===== config.mk =====
export PLATFORM = sky130hd
export DESIGN_NAME = adder_share_sequencer
export DESIGN_NICKNAME = d
export VERILOG_FILES = /design/src/rtl/adder_share_sequencer.sv
export SDC_FILE = /design/constraint.sdc
export NUM_CORES = 1
export LEC_CHECK = 0
export CORE_AREA = 10 10 109 111
export DETAILED_ROUTE_END_ITERATION = 16
export DIE_AREA = 0 0 119 121
export PLACE_DENSITY = 0.73
export SKIP_CTS_REPAIR_TIMING = 1
export SYNTH_ARGS = -nofsm -noshare
export SYNTH_HDL_FRONTEND = slang
export SYNTH_HIERARCHICAL = 1
export SYNTH_SLANG_ARGS = --single-unit

===== constraint.sdc =====
create_clock -name clk -period 6.3 [get_ports clk]
set_input_delay 0.63 -clock clk [delete_from_list [all_inputs] [get_ports clk]]
set_output_delay 0.63 -clock clk [all_outputs]
set_load 0.1 [all_outputs]

===== src/rtl/adder_share_sequencer.sv =====
// Shares one 4-bit ripple adder slice between two requesters.
// Each operation is computed one nibble per clock, LSB first.
// Requests are arbitrated round-robin. Results go out on a single
// response port that supports backpressure.

// Team 4-bit structural ripple adder slice.
module Adder4BitStructural (
    input  logic [3:0] a,
    input  logic [3:0] b,
    input  logic       c_in,
    output logic [3:0] sum,
    output logic       c_out
);
    logic [4:0] c;

    assign c[0] = c_in;

    for (genvar i = 0; i < 4; i++) begin : g_fa
        assign sum[i]   = a[i] ^ b[i] ^ c[i];
        assign c[i + 1] = (a[i] & b[i]) | (c[i] & (a[i] ^ b[i]));
    end

    assign c_out = c[4];
endmodule

module adder_share_sequencer #(
    parameter int WORDS = 4
) (
    input  logic                 clk,
    input  logic                 rst,
    input  logic                 req0_valid,
    output logic                 req0_ready,
    input  logic [4*WORDS-1:0]   req0_a,
    input  logic [4*WORDS-1:0]   req0_b,
    input  logic                 req0_sub,
    input  logic                 req1_valid,
    output logic                 req1_ready,
    input  logic [4*WORDS-1:0]   req1_a,
    input  logic [4*WORDS-1:0]   req1_b,
    input  logic                 req1_sub,
    output logic                 resp_valid,
    input  logic                 resp_ready,
    output logic                 resp_id,
    output logic [4*WORDS-1:0]   resp_sum,
    output logic                 resp_cout,
    output logic                 resp_ovf
);
    localparam int W  = 4 * WORDS;
    localparam int CW = (WORDS > 1) ? $clog2(WORDS) : 1;
    localparam logic [CW-1:0] LAST = CW'(WORDS - 1);

    typedef enum logic [1:0] {IDLE, ADD, DONE} state_t;

    state_t        state, state_next;
    logic [CW-1:0] cnt;
    logic [W-1:0]  a_reg;
    logic [W-1:0]  b_reg;      // B, already inverted for subtract
    logic [W-1:0]  acc;
    logic [W-1:0]  acc_next;
    logic          carry;
    logic          id_reg;
    logic          last_grant;

    logic [3:0]    slice_a;
    logic [3:0]    slice_b;
    logic          slice_cin;
    logic [3:0]    slice_sum;
    logic          slice_cout;

    Adder4BitStructural u_slice (
        .a     (slice_a),
        .b     (slice_b),
        .c_in  (slice_cin),
        .sum   (slice_sum),
        .c_out (slice_cout)
    );

    // State register
    always_ff @(posedge clk) begin
        if (rst) state <= IDLE;
        else     state <= state_next;
    end

    // Next-state logic
    always_comb begin
        state_next = state;
        case (state)
            IDLE:    if (req0_ready || req1_ready) state_next = ADD;
            ADD:     if (cnt == LAST)              state_next = DONE;
            DONE:    if (resp_ready)               state_next = IDLE;
            default: state_next = IDLE;
        endcase
    end

    // Outputs: round-robin readies in IDLE, nibble selection into the slice in ADD
    always_comb begin
        req0_ready = '0;
        req1_ready = '0;
        slice_a    = '0;
        slice_b    = '0;
        slice_cin  = '0;
        case (state)
            IDLE: begin
                if (req0_valid && (!req1_valid || last_grant)) req0_ready = 1'b1;
                else if (req1_valid)                           req1_ready = 1'b1;
            end
            ADD: begin
                for (int unsigned k = 0; k < WORDS; k++) begin
                    if (cnt == CW'(k)) begin
                        slice_a = a_reg[4*k +: 4];
                        slice_b = b_reg[4*k +: 4];
                    end
                end
                slice_cin = carry;
            end
            default: ;
        endcase
    end

    // Merge the current slice sum into nibble cnt of the accumulating result
    always_comb begin
        acc_next = acc;
        for (int unsigned k = 0; k < WORDS; k++) begin
            if (cnt == CW'(k)) acc_next[4*k +: 4] = slice_sum;
        end
    end

    // Datapath: operand capture, nibble accumulation, registered response
    always_ff @(posedge clk) begin
        if (rst) begin
            cnt        <= '0;
            last_grant <= 1'b1;
            resp_valid <= 1'b0;
            resp_id    <= 1'b0;
            resp_sum   <= '0;
            resp_cout  <= 1'b0;
            resp_ovf   <= 1'b0;
        end else begin
            case (state)
                IDLE: begin
                    if (req1_ready) begin
                        a_reg      <= req1_a;
                        b_reg      <= req1_sub ? ~req1_b : req1_b;
                        carry      <= req1_sub;
                        id_reg     <= 1'b1;
                        last_grant <= 1'b1;
                        cnt        <= '0;
                    end else if (req0_ready) begin
                        a_reg      <= req0_a;
                        b_reg      <= req0_sub ? ~req0_b : req0_b;
                        carry      <= req0_sub;
                        id_reg     <= 1'b0;
                        last_grant <= 1'b0;
                        cnt        <= '0;
                    end
                end
                ADD: begin
                    acc   <= acc_next;
                    carry <= slice_cout;
                    if (cnt == LAST) begin
                        // The final nibble is folded in here so the response
                        // registers load in the same edge that enters DONE.
                        cnt        <= '0;
                        resp_valid <= 1'b1;
                        resp_id    <= id_reg;
                        resp_sum   <= acc_next;
                        resp_cout  <= slice_cout;
                        resp_ovf   <= (a_reg[W-1] == b_reg[W-1]) &&
                                      (acc_next[W-1] != a_reg[W-1]);
                    end else begin
                        cnt <= cnt + 1'b1;
                    end
                end
                DONE: begin
                    if (resp_ready) resp_valid <= 1'b0;
                end
                default: ;
            endcase
        end
    end
endmodule


======== Word-level counts from Yosys, hierarchy flattened ========
Index checks and enable logic that the tools add are counted.
storage, ports and cells
  bits of input ports ..................... 71
  register bits after elaboration ......... 75
  logic and storage cells ................. 108
operators by class
  add/sub/neg operators ................... 1
  reduce and logical (&&, ||, !) cells .... 18
  eq/ne operators ......................... 11
  bitwise gates (word level) .............. 23
  mux-type cells .......................... 42
operator list
  kind                                           count
  two-way mux 16 bit                             6
  two-way mux 4 bit                              14
  inverter 16 bit                                2
  two-way mux 1 bit                              12
  two-way mux 2 bit                              6
  AND reduction 3 bit                            4
  bitwise AND 1 bit                              8
  AND reduction 2 bit                            4
  XOR 1 bit                                      8
  == test 2 bit, second input constant           3
  != test 2 bit, second input constant           3
  case mux 2 bit (3 select lines)                1
  nonzero test 2 bit                             3
  == test 2 x 1 -> 1 bit, second input constant  2
  zero test 2 bit                                2
  OR 1 bit                                       4
  case mux 1 bit (2 select lines)                2
  case mux 2 bit (2 select lines)                1
  != test 3 bit, second input constant           1
  adder 2 x 1 -> 2 bit, second input constant    1
  logical AND 1 bit                              2
  logical OR 1 bit                               2
  == test 1 bit                                  1
  zero test 1 bit                                1
  2 further kinds                                2

======== Logic depth before layout (Yosys ltp) ========
  depth in word-level cells ............... 17
  mapped depth ............................ 17
  gate-level depth less buffers ........... 16

======== Cells and area by module ========
The synthesis kept the hierarchy.
modules (own cells, without submodules)
  module                 seq. area each (um^2)  area each (um^2)  cells each  times used
  adder_share_sequencer  1911.8                 3657.3            344         1
  Adder4BitStructural    0.0                    117.6             14          1

======== Least setup slack after synthesis ========
Ideal clock, no wire load.
  path kind ............................... flip-flop to flip-flop
  start ................................... register cnt[0]
  end ..................................... register resp_ovf
  data required time ...................... 6214 ps
  buffers on the path ..................... 1
  path slack .............................. 2702 ps
  arrival ................................. 3513 ps
  cell stages (with the launch flop) ...... 18
  cells stage by stage .................... dfxtp_1 > inv_1 > ha_1 > buf_1 > nand3b_1 > a221o_1 > a21oi_1 > fa_1 > inv_1 > fa_1 > inv_1 > fa_1 > inv_1 > fa_1 > inv_1 > mux2_2 > or2_2 > a211oi_1
between the ends
  word-level cells in the longest chain between the ends .. 17
  elaborated cells on any way between the ends .. 32
RTL lines
  item                            line  text
  start: declaration              55    logic [CW-1:0] cnt;
  start signal: assignment        171   cnt <= cnt + 1'b1;
  zero test 2 bit                 109   if (cnt == CW'(k)) begin
  two-way mux 4 bit (3 in a row)  109
  two-way mux 4 bit (*)           109
  two-way mux 4 bit (*)           102   case (state)
  named net slice_a[0]            64    logic [3:0] slice_a;
  XOR 1 bit                       20    assign c[i + 1] = (a[i] & b[i]) | (c[i] & (a[i] ^ b[i]));
  bitwise AND 1 bit               20
  OR 1 bit (*)                    20
  (+2 left out)                   n/a
  bitwise AND 1 bit (*)           20
  OR 1 bit (*)                    20
  XOR 1 bit (*)                   19    assign sum[i] = a[i] ^ b[i] ^ c[i];
  named net slice_sum[3]          67    logic [3:0] slice_sum;
  two-way mux 4 bit (*)           124   if (cnt == CW'(k)) acc_next[4*k +: 4] = slice_sum;
  named net acc_next[15]          59    logic [W-1:0] acc_next;
  != test 1 bit (*)               169   (acc_next[W-1] != a_reg[W-1]);
  logical AND 1 bit (*)           168   resp_ovf <= (a_reg[W-1] == b_reg[W-1]) &&
  end signal: assignment          168
  end: declaration                46    output logic resp_ovf
The timed path passes the listed nets; every way through them passes the cells marked *.
A chain may end at the register's enable or synchronous reset.

======== Worst setup path in the final report ========
  start ................................... input req1_valid
  end ..................................... output req1_ready
between the ends
  word-level cells in the longest chain between the ends .. 5
  elaborated cells on any way between the ends .. 6
RTL lines
  item                   line  text
  start: declaration     36    input logic req1_valid,
  zero test 1 bit        104   if (req0_valid && (!req1_valid || last_grant)) req0_ready = 1'b1;
  logical OR 1 bit       104
  logical AND 1 bit      104
  two-way mux 1 bit (*)  104
  two-way mux 1 bit (*)  102
  end: declaration       37    output logic req1_ready,
Mark *: on every way between the ends. The rest lies on a longest branch, timed or not.

==> impl_metrics.py <==
metrics = {
    "outcome": {
        "status": "finished clean",
    },
    "synth": {
        "ys_seq_area_share_pct": 50.6,
        "syn_nets": 437,
        "yosysWarnings": 6,
        "synthDistinctLibCells": 34,
        "syn_avg_cell_area_um2": 10.5,
        "synth_seq_cells": 72,
        "synth_area_um2": 3770,
        "synthCells": 358,
    },
    "final_layout": {
        "stdcell_count": 574,
        "fillerInstances": 915,
        "fin_nets": 515,
        "area_growth_pct": 30.1,
        "drive_above_1_share_pct": 10.7,
        "diodes": 0,
    },
    "grt": {
        "grt_max_degree": 34,
        "grt-ovfl-total": 0,
        "grt_pass1_vias": 2923,
        "grt_pass1_wl_um": 14200,
        "grt_usage_pct": 12.0,
        "antenna_found_initial": 0,
    },
    "timing": {
        "setup_tns_ns": 0,
        "finalHoldViolations": 0,
        "fin_crit_sh_pct": 72.9,
        "fmax_ghz": 0.218,
        "relSlewSlack_pct": 31.6,
        "rsz0062_at_grt": "false",
        "setup_viol": 0,
        "slew_viol_final": 0,
        "fin_skew_ns": 0.00827,
        "worst_pin_slew_ns": 1.02,
        "period_minus_slack_ns": 4.59,
    },
    "floorplan": {
        "dieArea_um2": 14400,
        "start_util_pct": 39.2,
        "dieWidth_um": 119,
        "io_pins": 93,
        "core_um2": 9640,
        "fp-row-count": 36,
        "die_h_um": 121,
    },
    "clock_network": {
        "clk_path_buf_depth": 2,
        "clock_latency_ns": 0.34,
        "h-tree-depth": 3,
        "cts_buffers": 9,
        "clockRootBuffer": "clkbuf_8",
        "cts_tree": "built",
        "cts.sinks": 72,
        "clk_pin_slew_worst_paths_ns": 0.07,
    },
    "critical_path": {
        "r2r_start": "cnt[0]$_SDFFE_PP0P_",
        "end_kind": "output port",
        "start_kind": "input port",
        "rrSetupSlack_ns": 2.21,
        "cp_data_arrival_time_ns": 3.96,
        "critPathMaxFanout": 19,
        "required_ns": 5.67,
        "worst_r2r_path_depth": 16,
        "reg2reg_to": "resp_ovf$_SDFFE_PP0P_",
        "path_class": "in2out",
    },
    "routing": {
        "post_drt_wl_per_cell_um": 15.2,
        "antenna_left": 0,
        "first_iter_violations": 167,
        "avgViaCountPerCell": 4.91,
        "firstDrtPassIters": 4,
        "vias": 2817,
        "drc": 0,
        "finalWirelength_um": 8720,
    },
    "flow_run": {
        "cap_violations": 0,
    },
    "min_path": {
        "hold_class": "reg2reg",
        "worstHoldEndpoint": "resp_sum[10]$_SDFFE_PP0P_",
        "worstHoldPathCells": 2,
        "min_from": "resp_sum[10]$_SDFFE_PP0P_",
    },
    "power_and_ir_drop": {
        "p_per_area_nw_per_um2": 212,
        "p_leak_nw": 1.73,
        "peakVddDrop_uv": 88.1,
        "total_power_mw": 1.04,
    },
    "placement": {
        "dp_hpwl_um": 6540,
        "placed_cells": 558,
        "gp_congestion": 0.765,
        "portBuffers": 92,
    },
}
-- area by class of cell --
cell class | instances | area, um2 | share of cell area, %
clock buffers | 11 | 131 | 2.67
inverters | 24 | 90.1 | 1.83
well taps | 133 | 166 | 3.39
repair buffers | 93 | 928 | 18.9
clock inverters | 5 | 23.8 | 0.484
multi-input cells | 236 | 1660 | 33.8
flip-flops and latches | 72 | 1910 | 38.9
-- cell usage after synthesis --
cell type	count	share of area (%)
a211o_1	1	0.23
a211oi_1	1	0.20
a21boi_0	1	0.20
a21oi_1	40	5.3
a221o_1	8	2.1
and3b_1	1	0.23
buf_1	2	0.20
buf_2	9	1.2
buf_4	1	0.20
buf_6	1	0.30
clkbuf_1	13	1.3
dfxtp_1	25	13
edfxtp_1	47	37
fa_1	4	2.1
ha_1	4	1.3
inv_1	24	2.4
mux2_2	19	5.7
mux2_4	10	4.0
nand2_1	50	5.0
nand2_4	1	0.30
nand2b_1	1	0.17
nand3_1	17	2.3
nand3b_1	10	2.0
nor2_1	7	0.70
nor2b_1	1	0.17
nor3_1	2	0.27
nor3b_4	1	0.50
o21ai_0	20	2.7
o221ai_1	1	0.23
or2_2	1	0.17
or3_1	1	0.17
or3b_2	2	0.46
xnor2_1	16	3.7
xor2_1	16	3.7
-- per-stage QoR --
stage                     util (%)  cell area, um2  worst slack (ns)  hold slack, ns
after floorplan                  -            3770              2.70           0.471
after global placement        49.4            4760              1.82           0.442
after detailed placement      49.4            4760              1.72           0.448
after CTS                     51.0            4910              1.70           0.458
after global routing          51.0            4910              1.53           0.478
final                         51.0            4910              1.71           0.458
-- worst max-delay path: stages --
cell and delay (ns):
clkdlybuf4s50_1 0.55, nor3b_4 0.70, nand2_4 0.34, inv_1 0.48, clkdlybuf4s50_1 1.23
-- where the power goes --
group          switching (mW)  internal, mW  leakage (nW)  total, mW
combinational          0.0973         0.101          1.01      0.198
sequential            0.00850         0.533         0.643      0.542
clock                   0.164         0.139        0.0758      0.303
-- worst max-delay path by stage --
stage | start | endpoint | slack, ns | cells after the start
after global routing | req1_valid | req1_ready | 1.53 | 5
after floorplan | cnt[0]$_SDFFE_PP0P_ | resp_ovf$_SDFFE_PP0P_ | 2.70 | 17
after detailed placement | req1_valid | req1_ready | 1.72 | 5
after global placement | req1_valid | req1_ready | 1.82 | 5
after CTS | req1_valid | req1_ready | 1.70 | 5
final | req1_valid | req1_ready | 1.71 | 5
-- cell families (layout without fill, tap and decap cells) --
| family | after synthesis | count (layout) | synth area share (%) |
|---|---|---|---|
| adders and majority gates | 8 | 8 | 3.45 |
| DFF | 72 | 72 | 50.6 |
| buffers and inverters | 50 | 133 | 5.57 |
| xor gates and xnor gates | 32 | 32 | 7.42 |
| and+or+nand+nor | 95 | 95 | 12.3 |
| AOI/OAI and AO/OA | 72 | 72 | 10.9 |
| muxes | 29 | 29 | 9.65 |
-- cell usage in the layout, fill, tap and decap left out, types with 2 or more instances in the layout --
cell and n:
inv_1 24, o21ai_0 20, nand3b_1 10, nor3_1 2, fa_1 4, nand2_1 50
nor2_1 6, xnor2_1 16, clkdlybuf4s50_1 92, clkinv_1 3, clkbuf_8 9, or3b_2 2
nand3_1 17, mux2_4 10, edfxtp_1 47, ha_1 4, xor2_1 16, mux2_2 19
a221o_1 8, a21oi_1 40, clkbuf_1 2, dfxtp_1 25
-- per-layer routing --
metal	track usage, %	vias to the layer above	wire length (um)
li1	-	1395	-
met1	13.4	1344	3690
met2	21.1	68	4410
met3	3.58	10	487
met4	4.66	0	128
met5	0	-	0
Note: power is estimated with default switching activity, not from simulation.
